===== config.mk =====
export PLATFORM = sky130hd
export DESIGN_NAME = intersection_scheduler_flat
export DESIGN_NICKNAME = d
export VERILOG_FILES = /design/src/rtl/intersection_scheduler_if.sv /design/src/rtl/intersection_scheduler.sv /design/src/flat_wrapper.sv
export SDC_FILE = /design/constraint.sdc
export NUM_CORES = 1
export LEC_CHECK = 0
export ABC_AREA = 1
export BUFFER_PORTS_ARGS = -buffer_cell sky130_fd_sc_hd__buf_4
export CAP_MARGIN = 15
export CORE_MARGIN = 3
export CORE_UTILIZATION = 25
export CTS_BUF_LIST = sky130_fd_sc_hd__clkbuf_2 sky130_fd_sc_hd__clkbuf_4 sky130_fd_sc_hd__clkbuf_8
export CTS_CLUSTER_DIAMETER = 80
export DETAILED_ROUTE_END_ITERATION = 16
export PLACE_DENSITY = 0.51
export SLEW_MARGIN = 0
export SYNTH_ARGS = -nofsm -noshare
export SYNTH_HDL_FRONTEND = slang
export SYNTH_SLANG_ARGS = --single-unit

===== constraint.sdc =====
create_clock -name clk -period 1.5 [get_ports clk]
set_input_delay 0.225 -clock clk [delete_from_list [all_inputs] [get_ports clk]]
set_output_delay 0.225 -clock clk [all_outputs]
set_load 0.05 [all_outputs]

===== src/rtl/intersection_scheduler_if.sv =====
// Signal bundle between the intersection scheduler and its surroundings.
// There is no valid/ready handshake: tick is a one-clk enable and the requests are sampled every clk.
interface intersection_scheduler_if #(
  parameter int TW = 5
);
  logic          tick;
  logic          ped_req_ns;
  logic          ped_req_ew;
  logic          emerg_req;
  logic          emerg_dir;
  logic [2:0]    light_ns;
  logic [2:0]    light_ew;
  logic          walk_ns;
  logic          walk_ew;
  logic [TW-1:0] remaining_time;
  logic [2:0]    phase;

  modport master (
    output tick, ped_req_ns, ped_req_ew, emerg_req, emerg_dir,
    input  light_ns, light_ew, walk_ns, walk_ew, remaining_time, phase
  );

  modport slave (
    input  tick, ped_req_ns, ped_req_ew, emerg_req, emerg_dir,
    output light_ns, light_ew, walk_ns, walk_ew, remaining_time, phase
  );
endinterface


===== src/rtl/intersection_scheduler.sv =====
// Two-approach (NS/EW) phase scheduler: green/yellow/all-red sequencing timed by a 1 Hz tick,
// with pedestrian-driven green truncation and emergency preemption. The FSM state is visible on phase.
module intersection_scheduler #(
  parameter int TW          = 5,
  parameter int GREEN_TIME  = 20,
  parameter int YELLOW_TIME = 3,
  parameter int ALLRED_TIME = 2,
  parameter int SHORT_TIME  = 5
) (
  input logic                    clk,
  input logic                    reset,
  intersection_scheduler_if.slave bus
);
  localparam logic [2:0] ALL_RED   = 3'd0;
  localparam logic [2:0] NS_GREEN  = 3'd1;
  localparam logic [2:0] NS_YELLOW = 3'd2;
  localparam logic [2:0] EW_GREEN  = 3'd3;
  localparam logic [2:0] EW_YELLOW = 3'd4;

  localparam logic [2:0] RED = 3'b100;
  localparam logic [2:0] YEL = 3'b010;
  localparam logic [2:0] GRN = 3'b001;

  localparam logic [TW-1:0] ONE      = TW'(1);
  localparam logic [TW-1:0] GREEN_T  = TW'(GREEN_TIME);
  localparam logic [TW-1:0] YELLOW_T = TW'(YELLOW_TIME);
  localparam logic [TW-1:0] ALLRED_T = TW'(ALLRED_TIME);
  localparam logic [TW-1:0] SHORT_T  = TW'(SHORT_TIME);

  logic [2:0]    state, state_d;
  logic [TW-1:0] rem, rem_d;
  logic          last_dir, last_d;
  logic          pend_ns, pend_ns_d, pend_ew, pend_ew_d;
  logic          trunc_done, trunc_d;
  logic          walk_ns_q, walk_ns_d, walk_ew_q, walk_ew_d;
  logic [2:0]    light_ns_q, light_ns_d, light_ew_q, light_ew_d;
  logic          go_ew, is_ew, opp_pend;

  // State register
  always_ff @(posedge clk or posedge reset) begin
    if (reset) begin
      state      <= ALL_RED;
      rem        <= ALLRED_T;
      last_dir   <= 1'b1;
      pend_ns    <= 1'b0;
      pend_ew    <= 1'b0;
      trunc_done <= 1'b0;
      walk_ns_q  <= 1'b0;
      walk_ew_q  <= 1'b0;
      light_ns_q <= RED;
      light_ew_q <= RED;
    end else begin
      state      <= state_d;
      rem        <= rem_d;
      last_dir   <= last_d;
      pend_ns    <= pend_ns_d;
      pend_ew    <= pend_ew_d;
      trunc_done <= trunc_d;
      walk_ns_q  <= walk_ns_d;
      walk_ew_q  <= walk_ew_d;
      light_ns_q <= light_ns_d;
      light_ew_q <= light_ew_d;
    end
  end

  // Next-state logic; both greens share one branch, is_ew selects the approach
  always_comb begin
    state_d   = state;
    rem_d     = rem;
    last_d    = last_dir;
    pend_ns_d = pend_ns | bus.ped_req_ns;
    pend_ew_d = pend_ew | bus.ped_req_ew;
    trunc_d   = trunc_done;
    walk_ns_d = walk_ns_q;
    walk_ew_d = walk_ew_q;
    go_ew     = 1'b0;
    is_ew     = (state == EW_GREEN);
    opp_pend  = is_ew ? pend_ns : pend_ew;
    case (state)
      ALL_RED: begin
        if (bus.tick) begin
          if (rem == ONE) begin
            go_ew   = bus.emerg_req ? bus.emerg_dir : ~last_dir;
            rem_d   = GREEN_T;
            last_d  = go_ew;
            trunc_d = 1'b0;
            if (go_ew) begin
              state_d   = EW_GREEN;
              walk_ew_d = pend_ew_d;
              pend_ew_d = 1'b0;
            end else begin
              state_d   = NS_GREEN;
              walk_ns_d = pend_ns_d;
              pend_ns_d = 1'b0;
            end
          end else begin
            rem_d = rem - ONE;
          end
        end
      end
      NS_GREEN, EW_GREEN: begin
        if (bus.emerg_req && (bus.emerg_dir != is_ew)) begin
          state_d = is_ew ? EW_YELLOW : NS_YELLOW;
          rem_d   = YELLOW_T;
        end else if (bus.emerg_req) begin
          rem_d = rem;  // served approach holds its green while the emergency lasts
        end else if (bus.tick) begin
          if (rem == ONE) begin
            state_d = is_ew ? EW_YELLOW : NS_YELLOW;
            rem_d   = YELLOW_T;
          end else if (opp_pend && !trunc_done && (rem > SHORT_T)) begin
            rem_d   = SHORT_T;
            trunc_d = 1'b1;
          end else begin
            rem_d = rem - ONE;
          end
        end
      end
      NS_YELLOW, EW_YELLOW: begin
        if (bus.tick) begin
          if (rem == ONE) begin
            state_d = ALL_RED;
            rem_d   = ALLRED_T;
          end else begin
            rem_d = rem - ONE;
          end
        end
      end
      default: begin
        state_d = ALL_RED;
        rem_d   = ALLRED_T;
      end
    endcase
    if (state_d != NS_GREEN) walk_ns_d = 1'b0;
    if (state_d != EW_GREEN) walk_ew_d = 1'b0;
  end

  // Output logic: lights follow the next state so they register alongside it
  always_comb begin
    light_ns_d = RED;
    light_ew_d = RED;
    case (state_d)
      NS_GREEN:  light_ns_d = GRN;
      NS_YELLOW: light_ns_d = YEL;
      EW_GREEN:  light_ew_d = GRN;
      EW_YELLOW: light_ew_d = YEL;
      default: begin
        light_ns_d = RED;
        light_ew_d = RED;
      end
    endcase
  end

  assign bus.light_ns       = light_ns_q;
  assign bus.light_ew       = light_ew_q;
  assign bus.walk_ns        = walk_ns_q;
  assign bus.walk_ew        = walk_ew_q;
  assign bus.remaining_time = rem;
  assign bus.phase          = state;
endmodule


===== src/flat_wrapper.sv =====
// flat-port wrapper written by rule: the top's interface ports become plain ports
module intersection_scheduler_flat 
#(
  parameter int TW          = 5,
  parameter int GREEN_TIME  = 20,
  parameter int YELLOW_TIME = 3,
  parameter int ALLRED_TIME = 2,
  parameter int SHORT_TIME  = 5
)
  (clk, reset, bus_tick, bus_ped_req_ns, bus_ped_req_ew, bus_emerg_req, bus_emerg_dir, bus_light_ns, bus_light_ew, bus_walk_ns, bus_walk_ew, bus_remaining_time, bus_phase);
  intersection_scheduler_if #(.TW(TW)) bus_i ();
  input logic clk;
  input logic reset;
  input wire logic [$bits(bus_i.tick)-1:0] bus_tick;
  input wire logic [$bits(bus_i.ped_req_ns)-1:0] bus_ped_req_ns;
  input wire logic [$bits(bus_i.ped_req_ew)-1:0] bus_ped_req_ew;
  input wire logic [$bits(bus_i.emerg_req)-1:0] bus_emerg_req;
  input wire logic [$bits(bus_i.emerg_dir)-1:0] bus_emerg_dir;
  output wire logic [$bits(bus_i.light_ns)-1:0] bus_light_ns;
  output wire logic [$bits(bus_i.light_ew)-1:0] bus_light_ew;
  output wire logic [$bits(bus_i.walk_ns)-1:0] bus_walk_ns;
  output wire logic [$bits(bus_i.walk_ew)-1:0] bus_walk_ew;
  output wire logic [$bits(bus_i.remaining_time)-1:0] bus_remaining_time;
  output wire logic [$bits(bus_i.phase)-1:0] bus_phase;
  assign bus_i.tick = bus_tick;
  assign bus_i.ped_req_ns = bus_ped_req_ns;
  assign bus_i.ped_req_ew = bus_ped_req_ew;
  assign bus_i.emerg_req = bus_emerg_req;
  assign bus_i.emerg_dir = bus_emerg_dir;
  assign bus_light_ns = bus_i.light_ns;
  assign bus_light_ew = bus_i.light_ew;
  assign bus_walk_ns = bus_i.walk_ns;
  assign bus_walk_ew = bus_i.walk_ew;
  assign bus_remaining_time = bus_i.remaining_time;
  assign bus_phase = bus_i.phase;
  intersection_scheduler #(.TW(TW), .GREEN_TIME(GREEN_TIME), .YELLOW_TIME(YELLOW_TIME), .ALLRED_TIME(ALLRED_TIME), .SHORT_TIME(SHORT_TIME)) u_core (.clk(clk), .reset(reset), .bus(bus_i));
endmodule

==> flow_results.xml <==
<?xml version="1.0" encoding="UTF-8"?>
<metrics>
  <group name="global_routing">
    <metric name="grt_pass1_wl" unit="mm">5.70</metric>
    <metric name="global_route.usage.total" unit="%">11.3</metric>
    <metric name="met1_usage" unit="%">14.6</metric>
    <metric name="grt_pass1_vias" unit="">1233</metric>
    <metric name="grtUsageMet3" unit="%">3.14</metric>
    <metric name="grt_remaining_overflow" unit="">0</metric>
    <metric name="grt_antenna_before_repair" unit="">0</metric>
    <metric name="pin_count_of_the_biggest_net_entering_global_routing" unit="">21</metric>
    <metric name="met2_usage" unit="%">19.1</metric>
    <metric name="top_usage_layer" unit="">met2</metric>
  </group>
  <group name="clock_network">
    <metric name="clockBufferDepth" unit="">2</metric>
    <metric name="numClockSinks" unit="">20</metric>
    <metric name="tritoncts" unit="">done</metric>
    <metric name="clockRootBuffer" unit="">clkbuf_8</metric>
    <metric name="cts_buffers" unit="">3</metric>
    <metric name="clock_latency_on_the_worst_skew_pair" unit="ps">260</metric>
    <metric name="htree_levels" unit="">1</metric>
    <metric name="clk_pin_slew" unit="ps">80</metric>
  </group>
  <group name="timing">
    <metric name="finClkSkew" unit="ps">1.46</metric>
    <metric name="final_period_minus_worst_setup_slack" unit="ps">1540</metric>
    <metric name="timing.setup.tns" unit="ps">-138</metric>
    <metric name="timing.final.crit_share" unit="%">102</metric>
    <metric name="rsz_0062_raised_after_global_routing" unit="">yes</metric>
    <metric name="max-slew-margin-rel" unit="%">80.7</metric>
    <metric name="slew_violations" unit="">0</metric>
    <metric name="hold_viol_final" unit="">0</metric>
    <metric name="hold_slack" unit="ps">187</metric>
    <metric name="fmaxAchievable" unit="MHz">651</metric>
    <metric name="final_setup_violations" unit="">6</metric>
    <metric name="slew_of_the_pin_with_the_lowest_slew_margin" unit="ps">287</metric>
    <metric name="final_worst_setup_slack" unit="ps">-35.0</metric>
  </group>
  <group name="routing">
    <metric name="antenna_left" unit="">0</metric>
    <metric name="residual_drc" unit="">0</metric>
    <metric name="viasPerCell" unit="">4.27</metric>
    <metric name="routed-via-count" unit="">1255</metric>
    <metric name="sum_of_routed_wire_length_over_all_layers" unit="mm">3.26</metric>
    <metric name="drt_pre_antenna_iters" unit="">4</metric>
    <metric name="final_routed_wire_length_divided_by_cell_count" unit="microns">11.1</metric>
    <metric name="dr.first_iter.drc_count" unit="">78</metric>
  </group>
  <group name="worst_hold_path">
    <metric name="worstHoldPathType" unit="">input port to flip-flop</metric>
    <metric name="timing.hold.worst_path_depth" unit="">3</metric>
    <metric name="hold_path.startpoint" unit="">bus_ped_req_ew</metric>
    <metric name="worst_hold_path.endpoint" unit="">u_core.pend_ew</metric>
  </group>
  <group name="placed_design">
    <metric name="postPlaceCellArea" unit="sq um">1800</metric>
    <metric name="routabilityCongestion" unit="">0.812</metric>
    <metric name="pre_cts_slack" unit="ps">-39.5</metric>
    <metric name="port-buffer-count" unit="">22</metric>
    <metric name="dpl.hpwl" unit="mm">2.67</metric>
  </group>
  <group name="synthesis">
    <metric name="postSynthNetCount" unit="">185</metric>
    <metric name="synth.ff_latch_count" unit="">20</metric>
    <metric name="synth_seq_area_share" unit="%">36.6</metric>
    <metric name="syn_inst" unit="">176</metric>
    <metric name="library_cells_used_by_synthesis" unit="">31</metric>
    <metric name="syn-cell-area" unit="sq um">1380</metric>
    <metric name="number_of_warning_messages_in_the_yosys_log" unit="">0</metric>
    <metric name="average_size_of_a_mapped_cell" unit="sq um">7.85</metric>
  </group>
  <group name="die">
    <metric name="overall_die_width" unit="microns">80.3</metric>
    <metric name="design.die.area" unit="sq um">6450</metric>
    <metric name="top_level_ports" unit="">23</metric>
    <metric name="initial_utilization" unit="%">26.4</metric>
    <metric name="core-area" unit="sq um">5240</metric>
    <metric name="die_height" unit="microns">80.3</metric>
    <metric name="core.rowCount" unit="">26</metric>
  </group>
  <group name="critical_path">
    <metric name="path_delay_family" unit="">simple AND/OR/NAND/NOR gates</metric>
    <metric name="cp-end-kind" unit="">flip-flop</metric>
    <metric name="timing.setup.critical_path_class" unit="">flip-flop to flip-flop</metric>
    <metric name="cp_data_arrival_time" unit="ps">1740</metric>
    <metric name="cp_slowest_cell" unit="">dfstp_2</metric>
    <metric name="critPathMaxFanout" unit="">6</metric>
    <metric name="worst_r2r_startpoint" unit="">u_core.bus.remaining_time[1]</metric>
    <metric name="worst_path_largest_cell_delay" unit="ps">560</metric>
    <metric name="crit-reg2reg-capture" unit="">u_core.bus.light_ew[2]</metric>
    <metric name="cp_common_cell" unit="">nand2_4</metric>
    <metric name="r2r.worst_path.cells" unit="">13</metric>
    <metric name="critPathRequiredTime" unit="ps">1700</metric>
    <metric name="start_kind" unit="">flip-flop</metric>
    <metric name="rrSetupSlack" unit="ps">-40</metric>
    <metric name="worstPathBufferInverterCount" unit="">3</metric>
    <metric name="timing.critical_path.cells" unit="">inv_4 -&gt; ha_4 -&gt; nand2_4 -&gt; nor2_8 -&gt; nand2_4 -&gt; nor2_8 -&gt; nand2_4 -&gt; nand2_2 -&gt; inv_2 -&gt; nand2_4 -&gt; nand2_4 -&gt; inv_4 -&gt; nor2_2</metric>
  </group>
  <group name="power_and_ir_drop">
    <metric name="leakage" unit="nW">0.991</metric>
    <metric name="p_per_area" unit="nW/um^2">2170</metric>
    <metric name="vdd_drop_max" unit="mV">0.643</metric>
  </group>
  <group name="layout">
    <metric name="most-common-layout-cells" unit="">buf_4, nand2_1, inv_1</metric>
    <metric name="finalNetCount" unit="">234</metric>
    <metric name="syn_to_final_growth" unit="%">39.2</metric>
    <metric name="antennaDiodeCount" unit="">0</metric>
    <metric name="final_area" unit="sq um">1920</metric>
    <metric name="layout.cells.most_common" unit="">buf_4</metric>
    <metric name="drive_above_1_share" unit="%">44.6</metric>
  </group>
  <group name="status">
    <metric name="run_status" unit="">complete, but fails checks</metric>
    <metric name="violations" unit="">negative setup slack</metric>
  </group>
  <group name="flow_run">
    <metric name="drv.max_cap_violation_count" unit="">0</metric>
  </group>
</metrics>
-- metrics by stage --
stage | power (mW) | util (%) | instances
after floorplan | 2.85 | - | 176
after global placement | 3.60 | 34.4 | 285
after detailed placement | 3.60 | 34.4 | 285
after CTS | 4.20 | 36.5 | 294
after global routing | 4.54 | 36.7 | 294
final | 4.17 | 36.7 | 294
-- flip-flops by register name, indices dropped and copies added, names as in the netlist --
signal                     count
u_core.bus.phase               3
u_core.bus.remaining_time      5
u_core.pend_ew                 1
u_core.bus.walk_ns             1
u_core.trunc_done              1
u_core.pend_ns                 1
u_core.bus.light_ew            3
u_core.last_dir                1
u_core.bus.walk_ew             1
u_core.bus.light_ns            3
-- worst min-delay path: cells and delay by family --
kind / cells / cell delay (ps)
compound gates: 1 / 60
buf+inv: 2 / 130
-- layout make-up --
type                       count  area, sq um
fill                         558         3310
multi-input combinational    122          772
sequential                    20          512
timing repair buffer          46          348
inverter                      32          133
tap                           70         87.6
clock buffer                   3         41.3
clock inverter                 1         30.0
-- kinds of logic after synthesis --
| logic type | Yosys count | share of synthesized area (%) |
|---|---|---|
| buffers and inverters | 34 | 10.3 |
| and+or+nand+nor | 97 | 41.2 |
| AOI/OAI and AO/OA | 23 | 10.1 |
| DFF | 20 | 36.6 |
| adders and majority gates | 2 | 1.81 |
-- repair_timing --
| action | in CTS | in global routing |
|---|---|---|
| resized for setup | 1 | 5 |
| setup buffers | 4 | 0 |
| hold buffers | 1 | 0 |
| endpoints found under the hold margin | 16 | 0 |
| setup endpoints to repair | 9 | 17 |
| pin swaps | 1 | 2 |
-- how the worst max path moves through the flow --
| stage | start | to | slack, ps | cells past startpoint |
|---|---|---|---|---|
| 2_1_floorplan | u_core.bus.remaining_time[1] | u_core.bus.walk_ns | -180 | 9 |
| 3_3_place_gp | u_core.bus.remaining_time[1] | u_core.bus.light_ew[2] | -20 | 13 |
| 3_5_place_dp | u_core.bus.remaining_time[1] | u_core.bus.walk_ns | -40 | 9 |
| 4_1_cts | u_core.bus.remaining_time[1] | u_core.bus.walk_ns | -60 | 9 |
| 5_1_grt | u_core.bus.remaining_time[1] | u_core.bus.remaining_time[2] | -170 | 11 |
| 6_report | u_core.bus.remaining_time[1] | u_core.bus.light_ew[2] | -40 | 13 |
-- per-layer routing --
layer	wire length [microns]	up-vias	share of wire (%)
li1	-	657	-
met1	1580	573	48
met2	1540	23	47
met3	138	2	4.2
met4	9	0	0.28
met5	0	-	0
-- synth_stat cells (all sizes together) --
master  number  area, sq um
clkinv       2         7.51
ha           2         25.0
dfrtp       16          400
nor3         4         20.0
nand2       51          264
nand3       16          110
nor2        20          128
o211ai       1         7.51
nor3b        1         7.51
dfstp        4          105
a31oi        4         25.0
buf          2         15.0
inv         30          120
nand4        3         25.0
o22ai        1         6.26
nand3b       2         15.0
o21ai       13         76.3
a21oi        4         23.8
-- power by group --
part           leakage [nW]  switching, mW  total, mW  internal (mW)
logic                 0.719           1.70       2.71           1.01
registers             0.236          0.158      0.917          0.759
clock network        0.0357          0.188      0.544          0.356
total                 0.991           2.04       4.17           2.13
Power figures use the tool's default switching activity.
